### src/rtl/o_reg_uart_tx_if.sv
// o_reg_uart_tx_if: groups the MPU o_reg input and the UART/status outputs of o_reg_uart_tx.
// master: the side that drives o_reg and observes the line (MPU or bench).
// slave:  the o_reg_uart_tx block itself.
interface o_reg_uart_tx_if #(
    parameter int unsigned FIFO_DEPTH = 8
);
    localparam int unsigned CntW = $clog2(FIFO_DEPTH) + 1;

    logic [3:0]      o_reg;
    logic            tx;
    logic            busy;
    logic [CntW-1:0] fifo_count;
    logic            overflow;

    modport master (
        output o_reg,
        input  tx,
        input  busy,
        input  fifo_count,
        input  overflow
    );

    modport slave (
        input  o_reg,
        output tx,
        output busy,
        output fifo_count,
        output overflow
    );
endinterface

### src/rtl/o_reg_uart_tx.sv
// o_reg_uart_tx: watches the MPU 4-bit o_reg, queues every new value in a small nibble FIFO
// and sends each one as an ASCII hex character over an 8N1 UART line.
// Optional macro O_REG_UART_TX_PARITY_EN inserts an even-parity bit (8E1 framing).
// The interface instance must be built with the same FIFO_DEPTH as this module.
module o_reg_uart_tx #(
    parameter int unsigned CLKS_PER_BIT = 868,
    parameter int unsigned FIFO_DEPTH   = 8
) (
    input logic            clk,
    input logic            reset,
    o_reg_uart_tx_if.slave bus
);
    localparam int unsigned BaudW = $clog2(CLKS_PER_BIT);
    localparam int unsigned PtrW  = $clog2(FIFO_DEPTH);
    localparam int unsigned CntW  = PtrW + 1;

`ifdef O_REG_UART_TX_PARITY_EN
    typedef enum logic [2:0] {
        StIdle,
        StStart,
        StData,
        StParity,
        StStop
    } state_e;
`else
    typedef enum logic [2:0] {
        StIdle,
        StStart,
        StData,
        StStop
    } state_e;
`endif

    // Nibble to ASCII hex character ('0'-'9', 'A'-'F').
    function automatic logic [7:0] encode(input logic [3:0] n);
        if (n <= 4'd9) begin
            return 8'h30 + {4'b0000, n};
        end else begin
            return 8'h37 + {4'b0000, n};
        end
    endfunction

    // State
    logic [3:0]       o_reg_q;
    state_e           state_q, state_d;
    logic [BaudW-1:0] baud_q, baud_d;
    logic [2:0]       bit_q, bit_d;
    logic [7:0]       data_q, data_d;
    logic [PtrW-1:0]  wr_ptr_q, wr_ptr_d;
    logic [PtrW-1:0]  rd_ptr_q, rd_ptr_d;
    logic [CntW-1:0]  count_q, count_d;
    logic             overflow_q, overflow_d;
    logic [3:0]       mem_q [FIFO_DEPTH];

    // Combinational control
    logic change;
    logic pop;
    logic push_ok;
    logic baud_done;
    logic tx_w;

    assign change    = (bus.o_reg != o_reg_q);
    assign baud_done = (baud_q == BaudW'(CLKS_PER_BIT - 1));

    // Frame sequencing: baud/bit counting and the pop decision taken in IDLE.
    always_comb begin
        state_d = state_q;
        baud_d  = baud_q;
        bit_d   = bit_q;
        data_d  = data_q;
        pop     = 1'b0;

        // Baud counter free-runs within a frame and wraps at each bit boundary.
        if (state_q != StIdle) begin
            baud_d = baud_done ? '0 : baud_q + BaudW'(1);
        end

        unique case (state_q)
            StIdle: begin
                baud_d = '0;
                bit_d  = '0;
                // Pop decision uses the FIFO state before this edge.
                if (count_q != '0) begin
                    pop     = 1'b1;
                    data_d  = encode(mem_q[rd_ptr_q]);
                    state_d = StStart;
                end
            end
            StStart: begin
                if (baud_done) begin
                    bit_d   = '0;
                    state_d = StData;
                end
            end
            StData: begin
                if (baud_done) begin
                    if (bit_q == 3'd7) begin
`ifdef O_REG_UART_TX_PARITY_EN
                        state_d = StParity;
`else
                        state_d = StStop;
`endif
                    end else begin
                        bit_d = bit_q + 3'd1;
                    end
                end
            end
`ifdef O_REG_UART_TX_PARITY_EN
            StParity: begin
                if (baud_done) begin
                    state_d = StStop;
                end
            end
`endif
            StStop: begin
                if (baud_done) begin
                    state_d = StIdle;
                end
            end
            default: begin
                state_d = StIdle;
            end
        endcase
    end

    // Serial line value for the current state; idle and stop are high.
    always_comb begin
        tx_w = 1'b1;
        unique case (state_q)
            StIdle:   tx_w = 1'b1;
            StStart:  tx_w = 1'b0;
            StData:   tx_w = data_q[bit_q];
`ifdef O_REG_UART_TX_PARITY_EN
            StParity: tx_w = ^data_q;
`endif
            StStop:   tx_w = 1'b1;
            default:  tx_w = 1'b1;
        endcase
    end

    // FIFO bookkeeping: a full FIFO still accepts a push when the same edge pops.
    always_comb begin
        wr_ptr_d   = wr_ptr_q;
        rd_ptr_d   = rd_ptr_q;
        count_d    = count_q;
        overflow_d = overflow_q;

        push_ok = change && ((count_q < CntW'(FIFO_DEPTH)) || pop);

        if (change && !push_ok) begin
            overflow_d = 1'b1;
        end
        if (push_ok) begin
            wr_ptr_d = wr_ptr_q + PtrW'(1);
        end
        if (pop) begin
            rd_ptr_d = rd_ptr_q + PtrW'(1);
        end

        unique case ({push_ok, pop})
            2'b10:   count_d = count_q + CntW'(1);
            2'b01:   count_d = count_q - CntW'(1);
            default: count_d = count_q;
        endcase
    end

    // Control and status registers; reset abandons any frame and flushes the FIFO.
    always_ff @(posedge clk or negedge reset) begin
        if (!reset) begin
            o_reg_q    <= 4'h0;
            state_q    <= StIdle;
            baud_q     <= '0;
            bit_q      <= '0;
            data_q     <= '0;
            wr_ptr_q   <= '0;
            rd_ptr_q   <= '0;
            count_q    <= '0;
            overflow_q <= 1'b0;
        end else begin
            o_reg_q    <= bus.o_reg;
            state_q    <= state_d;
            baud_q     <= baud_d;
            bit_q      <= bit_d;
            data_q     <= data_d;
            wr_ptr_q   <= wr_ptr_d;
            rd_ptr_q   <= rd_ptr_d;
            count_q    <= count_d;
            overflow_q <= overflow_d;
        end
    end

    // Nibble storage; contents are only read behind a nonzero count, so no reset is needed.
    always_ff @(posedge clk) begin
        if (push_ok) begin
            mem_q[wr_ptr_q] <= bus.o_reg;
        end
    end

    assign bus.tx         = tx_w;
    assign bus.busy       = (state_q != StIdle);
    assign bus.fifo_count = count_q;
    assign bus.overflow   = overflow_q;

endmodule

### src/flat_wrapper.sv
// flat-port wrapper written by rule: the top's interface ports become plain ports
module o_reg_uart_tx_flat 
#(
    parameter int unsigned CLKS_PER_BIT = 868,
    parameter int unsigned FIFO_DEPTH   = 8
)
  (clk, reset, bus_o_reg, bus_tx, bus_busy, bus_fifo_count, bus_overflow);
  o_reg_uart_tx_if #(.FIFO_DEPTH(FIFO_DEPTH)) bus_i ();
  input logic clk;
  input logic reset;
  input wire logic [$bits(bus_i.o_reg)-1:0] bus_o_reg;
  output wire logic [$bits(bus_i.tx)-1:0] bus_tx;
  output wire logic [$bits(bus_i.busy)-1:0] bus_busy;
  output wire logic [$bits(bus_i.fifo_count)-1:0] bus_fifo_count;
  output wire logic [$bits(bus_i.overflow)-1:0] bus_overflow;
  assign bus_i.o_reg = bus_o_reg;
  assign bus_tx = bus_i.tx;
  assign bus_busy = bus_i.busy;
  assign bus_fifo_count = bus_i.fifo_count;
  assign bus_overflow = bus_i.overflow;
  o_reg_uart_tx #(.CLKS_PER_BIT(CLKS_PER_BIT), .FIFO_DEPTH(FIFO_DEPTH)) u_core (.clk(clk), .reset(reset), .bus(bus_i));
endmodule
### config.mk
export PLATFORM = sky130hd
export DESIGN_NAME = o_reg_uart_tx_flat
export DESIGN_NICKNAME = d
export VERILOG_FILES = /design/src/rtl/o_reg_uart_tx_if.sv /design/src/rtl/o_reg_uart_tx.sv /design/src/flat_wrapper.sv
export SDC_FILE = /design/constraint.sdc
export NUM_CORES = 1
export LEC_CHECK = 0
export CORE_ASPECT_RATIO = 1.25
export CORE_MARGIN = 2
export CORE_UTILIZATION = 65
export CTS_CLUSTER_SIZE = 40
export DETAILED_ROUTE_END_ITERATION = 12
export GPL_ROUTABILITY_DRIVEN = 0
export PLACE_DENSITY = 0.93
export SYNTH_ARGS = -nofsm -noshare
export SYNTH_HDL_FRONTEND = slang
export SYNTH_SLANG_ARGS = --single-unit
### constraint.sdc
create_clock -name clk -period 7.1 [get_ports clk]
set_input_delay 1.775 -clock clk [delete_from_list [all_inputs] [get_ports clk]]
set_output_delay 1.775 -clock clk [all_outputs]
set_load 0.01 [all_outputs]
==> flow_summary.json <==
{
  "grt_pass1_vias": 2048,
  "power_switching_uw": 630.7,
  "drtAntennaViolNets": 0,
  "final_critical_path_setup_slack_ns": 2.814,
  "intPower_uw": 979.4,
  "core-area_um2": 4765,
  "wl_per_cell_um": 18.31,
  "post_synth_instance_area_um2": 3247,
  "yosysWarnings": 0,
  "setup.worst_path.class": "primary input to flop",
  "design.final.nets": 288,
  "relSlewSlack": 0.4513,
  "avgViaCountPerCell": 5.970,
  "clock_latency_ns": 0.35,
  "n_antenna_cell": 0,
  "detail_route.drc_violations": 0,
  "post_cts_repair_setup_buffers": 0,
  "crit_end_category": "flop",
  "first_pass_iters": 4,
  "fmaxAchievable_ghz": 0.2333,
  "final-hold-violation-count": 0,
  "final.period_utilization": 0.6037,
  "status": "completed",
  "power.share.sequential": 0.416,
  "start_util": 0.6815,
  "number_of_enable_type_register_cells_in_the_synthesized_netlist": 32,
  "nature_of_the_critical_path_startpoint": "primary input",
  "hold_path.class": "flop to flop",
  "dp_hpwl_um": 4202,
  "grt_pass1_wl_um": 9977,
  "postSynthRegisterBits": 69,
  "swShare": 0.3917,
  "cts_resized": 0,
  "clock_tree.htree_level_count": 3,
  "clk_pin_slew_ns": 0.07,
  "number_of_clock_buffers_inserted_by_tritoncts": 9,
  "numPortBuffers": 12,
  "maxCapViolations": 0,
  "netlist-cell-type-count": 51,
  "cts.hold.buffers_added": 0,
  "total_leakage_power_nw": 1.453,
  "required_ns": 7.33,
  "initial_antenna_violation_count": 0,
  "clock_sinks": 69,
  "final_period_minus_worst_setup_slack_ns": 4.286,
  "die_x_um": 67.22,
  "pin_count_of_the_biggest_net_entering_global_routing": 38,
  "slew_violations": 0,
  "ir_drop_v": 0.0003928,
  "share_of_async_settable_or_async_resettable_flops_after_synthesis": 0.5362,
  "total_die_area_um2": 5580,
  "die_h_um": 83.02,
  "fill_cells": 288,
  "timing.final.setup_violations": 0,
  "clockBufferDepth": 2,
  "route.final.wire_length_um": 6080,
  "placementRows": 28,
  "power_density_nw_per_um2": 449.0,
  "drive_above_1_share": 0.1140,
  "highest_net_fanout_along_the_worst_path": 10,
  "comb_power_share": 0.411,
  "detail_route.iter0.violations": 108,
  "setup_total_negative_slack_ns": 0,
  "remaining_global_route_overflow": 0,
  "mappedNetlistNets": 269,
  "num_vias": 1982,
  "num_io_pins": 13,
  "clock_power_share": 0.173,
  "unrepaired_setup_endpoints_after_global_routing": "no",
  "worst_pin_slew_ns": 0.8230,
  "flip_flop_cell_with_the_highest_count_after_synthesis": "dfrtp_1",
  "grt_use_total": 0.2509,
  "clk_root_buffer_cell": "clkbuf_8",
  "syn2layout_area_growth_pct": 10.44,
  "arrival_ns": 4.51,
  "part_of_the_yosys_area_used_for_sequential_elements": 0.5811,
  "number_of_instances_in_the_synthesized_netlist": 248,
  "clock_skew_ns": 0.009620,
  "pre_cts_slack_ns": 2.553,
  "clock_tree_from_tritoncts": "done",
  "syn_area_per_cell_um2": 13.09
}
layout make-up:
| cell class | count | area, um^2 | share of cell area |
|---|---|---|---|
| Clock buffer | 9 | 123.9 | 0.03454 |
| Clock inverter | 7 | 51.30 | 0.01431 |
| Inverter | 12 | 45.04 | 0.01256 |
| Multi-Input combinational cell | 163 | 1289 | 0.3594 |
| Sequential cell | 69 | 1887 | 0.5262 |
| Tap cell | 60 | 75.07 | 0.02094 |
| Timing Repair Buffer | 12 | 115.1 | 0.03210 |
cell families after synthesis:
| group | count (synthesis) | share of synthesized area |
|---|---|---|
| buffers and inverters | 16 | 0.02196 |
| XOR/XNOR | 20 | 0.05395 |
| multiplexers | 24 | 0.1025 |
| flip-flops | 69 | 0.5811 |
| AO/OA/AOI/OAI | 26 | 0.06629 |
| AND/OR/NAND/NOR | 78 | 0.1164 |
| adder cells (fa/ha/maj) | 15 | 0.05780 |
stage by stage:
step / instance area [um^2] / total power, mW / std cells / hold slack [ns] / utilization
final: 3586 / 1.610 / 332 / 0.4821 / 0.7526
after global routing: 3586 / 1.715 / 332 / 0.5231 / 0.7526
after CTS: 3586 / 1.614 / 332 / 0.4930 / 0.7526
after detailed placement: 3411 / 1.324 / 316 / 0.4770 / 0.7159
after global placement: 3411 / 1.273 / 316 / 0.4634 / 0.7159
after floorplan: 3247 / 1.148 / 248 / 0.4432 / -
registers in the layout, summed over array words and instances, names as in the netlist:
signal,flops
u_core.mem_q,32
u_core.data_q,7
u_core.bit_q,3
u_core.o_reg_q,4
u_core.state_q,2
u_core.baud_q,10
u_core.rd_ptr_q,3
u_core.wr_ptr_q,3
u_core.bus.overflow,1
u_core.bus.fifo_count,4
routing by layer:
layer / GRT usage / share of wire
met5: 0 / 0
met4: 0.1336 / 0.033
met3: 0.07724 / 0.041
met2: 0.4248 / 0.55
met1: 0.2722 / 0.38
final timing paths:
kind,slack [ns],depth (start not counted),start,endpoint
setup / recovery,2.81,12,bus_o_reg[2],u_core.bus.fifo_count[2]
hold / removal,0.48,2,u_core.data_q[2],u_core.data_q[2]
setup reg to reg,3.96,10,u_core.bus.fifo_count[1],u_core.bus.fifo_count[2]
hold reg to reg,0.48,2,u_core.data_q[2],u_core.data_q[2]
max in group asynchronous,5.06,1,reset,u_core.rd_ptr_q[0]
min in group asynchronous,1.51,1,reset,u_core.baud_q[8]
cell usage after synthesis (2+ instances only):
master,instances,share of area
dfrtp_1,37,0.29
edfxtp_1,32,0.30
nor2_1,27,0.031
nand2_1,18,0.021
ha_1,15,0.058
mux2i_1,13,0.040
xnor2_1,12,0.032
inv_1,11,0.013
nand3_1,8,0.012
xor2_1,8,0.022
mux2_2,5,0.017
a21oi_1,4,0.0062
nand2b_1,4,0.0077
buf_2,3,0.0046
mux4_1,3,0.024
nand3b_1,3,0.0069
nand4_1,3,0.0058
o21ai_0,3,0.0046
a22oi_1,2,0.0046
and3_1,2,0.0039
mux4_2,2,0.014
nor2b_1,2,0.0039
nor3_1,2,0.0031
nor4_1,2,0.0039
worst max-delay path, stage by stage:
cell and delay, ns:
clkdlybuf4s50_1 0.67, xnor2_1 0.14, nand4_1 0.18, a21boi_1 0.45
inv_1 0.13, ha_1 0.29, xor2_1 0.17, ha_1 0.18
a21oi_1 0.15, xor2_1 0.16, nor2_1 0.07, xor2_1 0.15
cells in the final DEF, fill, tap and decap left out, types with 3 or more instances in the layout:
cell type	n
a21oi_1	4
clkbuf_8	9
clkdlybuf4s50_1	11
clkinv_4	3
dfrtp_1	37
edfxtp_1	32
ha_1	15
inv_1	11
mux2_2	5
mux2i_1	13
mux4_1	3
nand2_1	18
nand2b_1	4
nand3_1	8
nand3b_1	3
nand4_1	3
nor2_1	27
o21ai_0	3
xnor2_1	12
xor2_1	8
power groups by stage:
stage | Sequential [mW] | Clock [mW] | Combinational, mW
after floorplan | 0.619 | 0 | 0.528
after global placement | 0.659 | 0 | 0.614
after detailed placement | 0.671 | 0 | 0.654
after CTS | 0.667 | 0.280 | 0.667
after global routing | 0.684 | 0.299 | 0.732
final | 0.669 | 0.279 | 0.663
(Power assumes the default switching activity.)
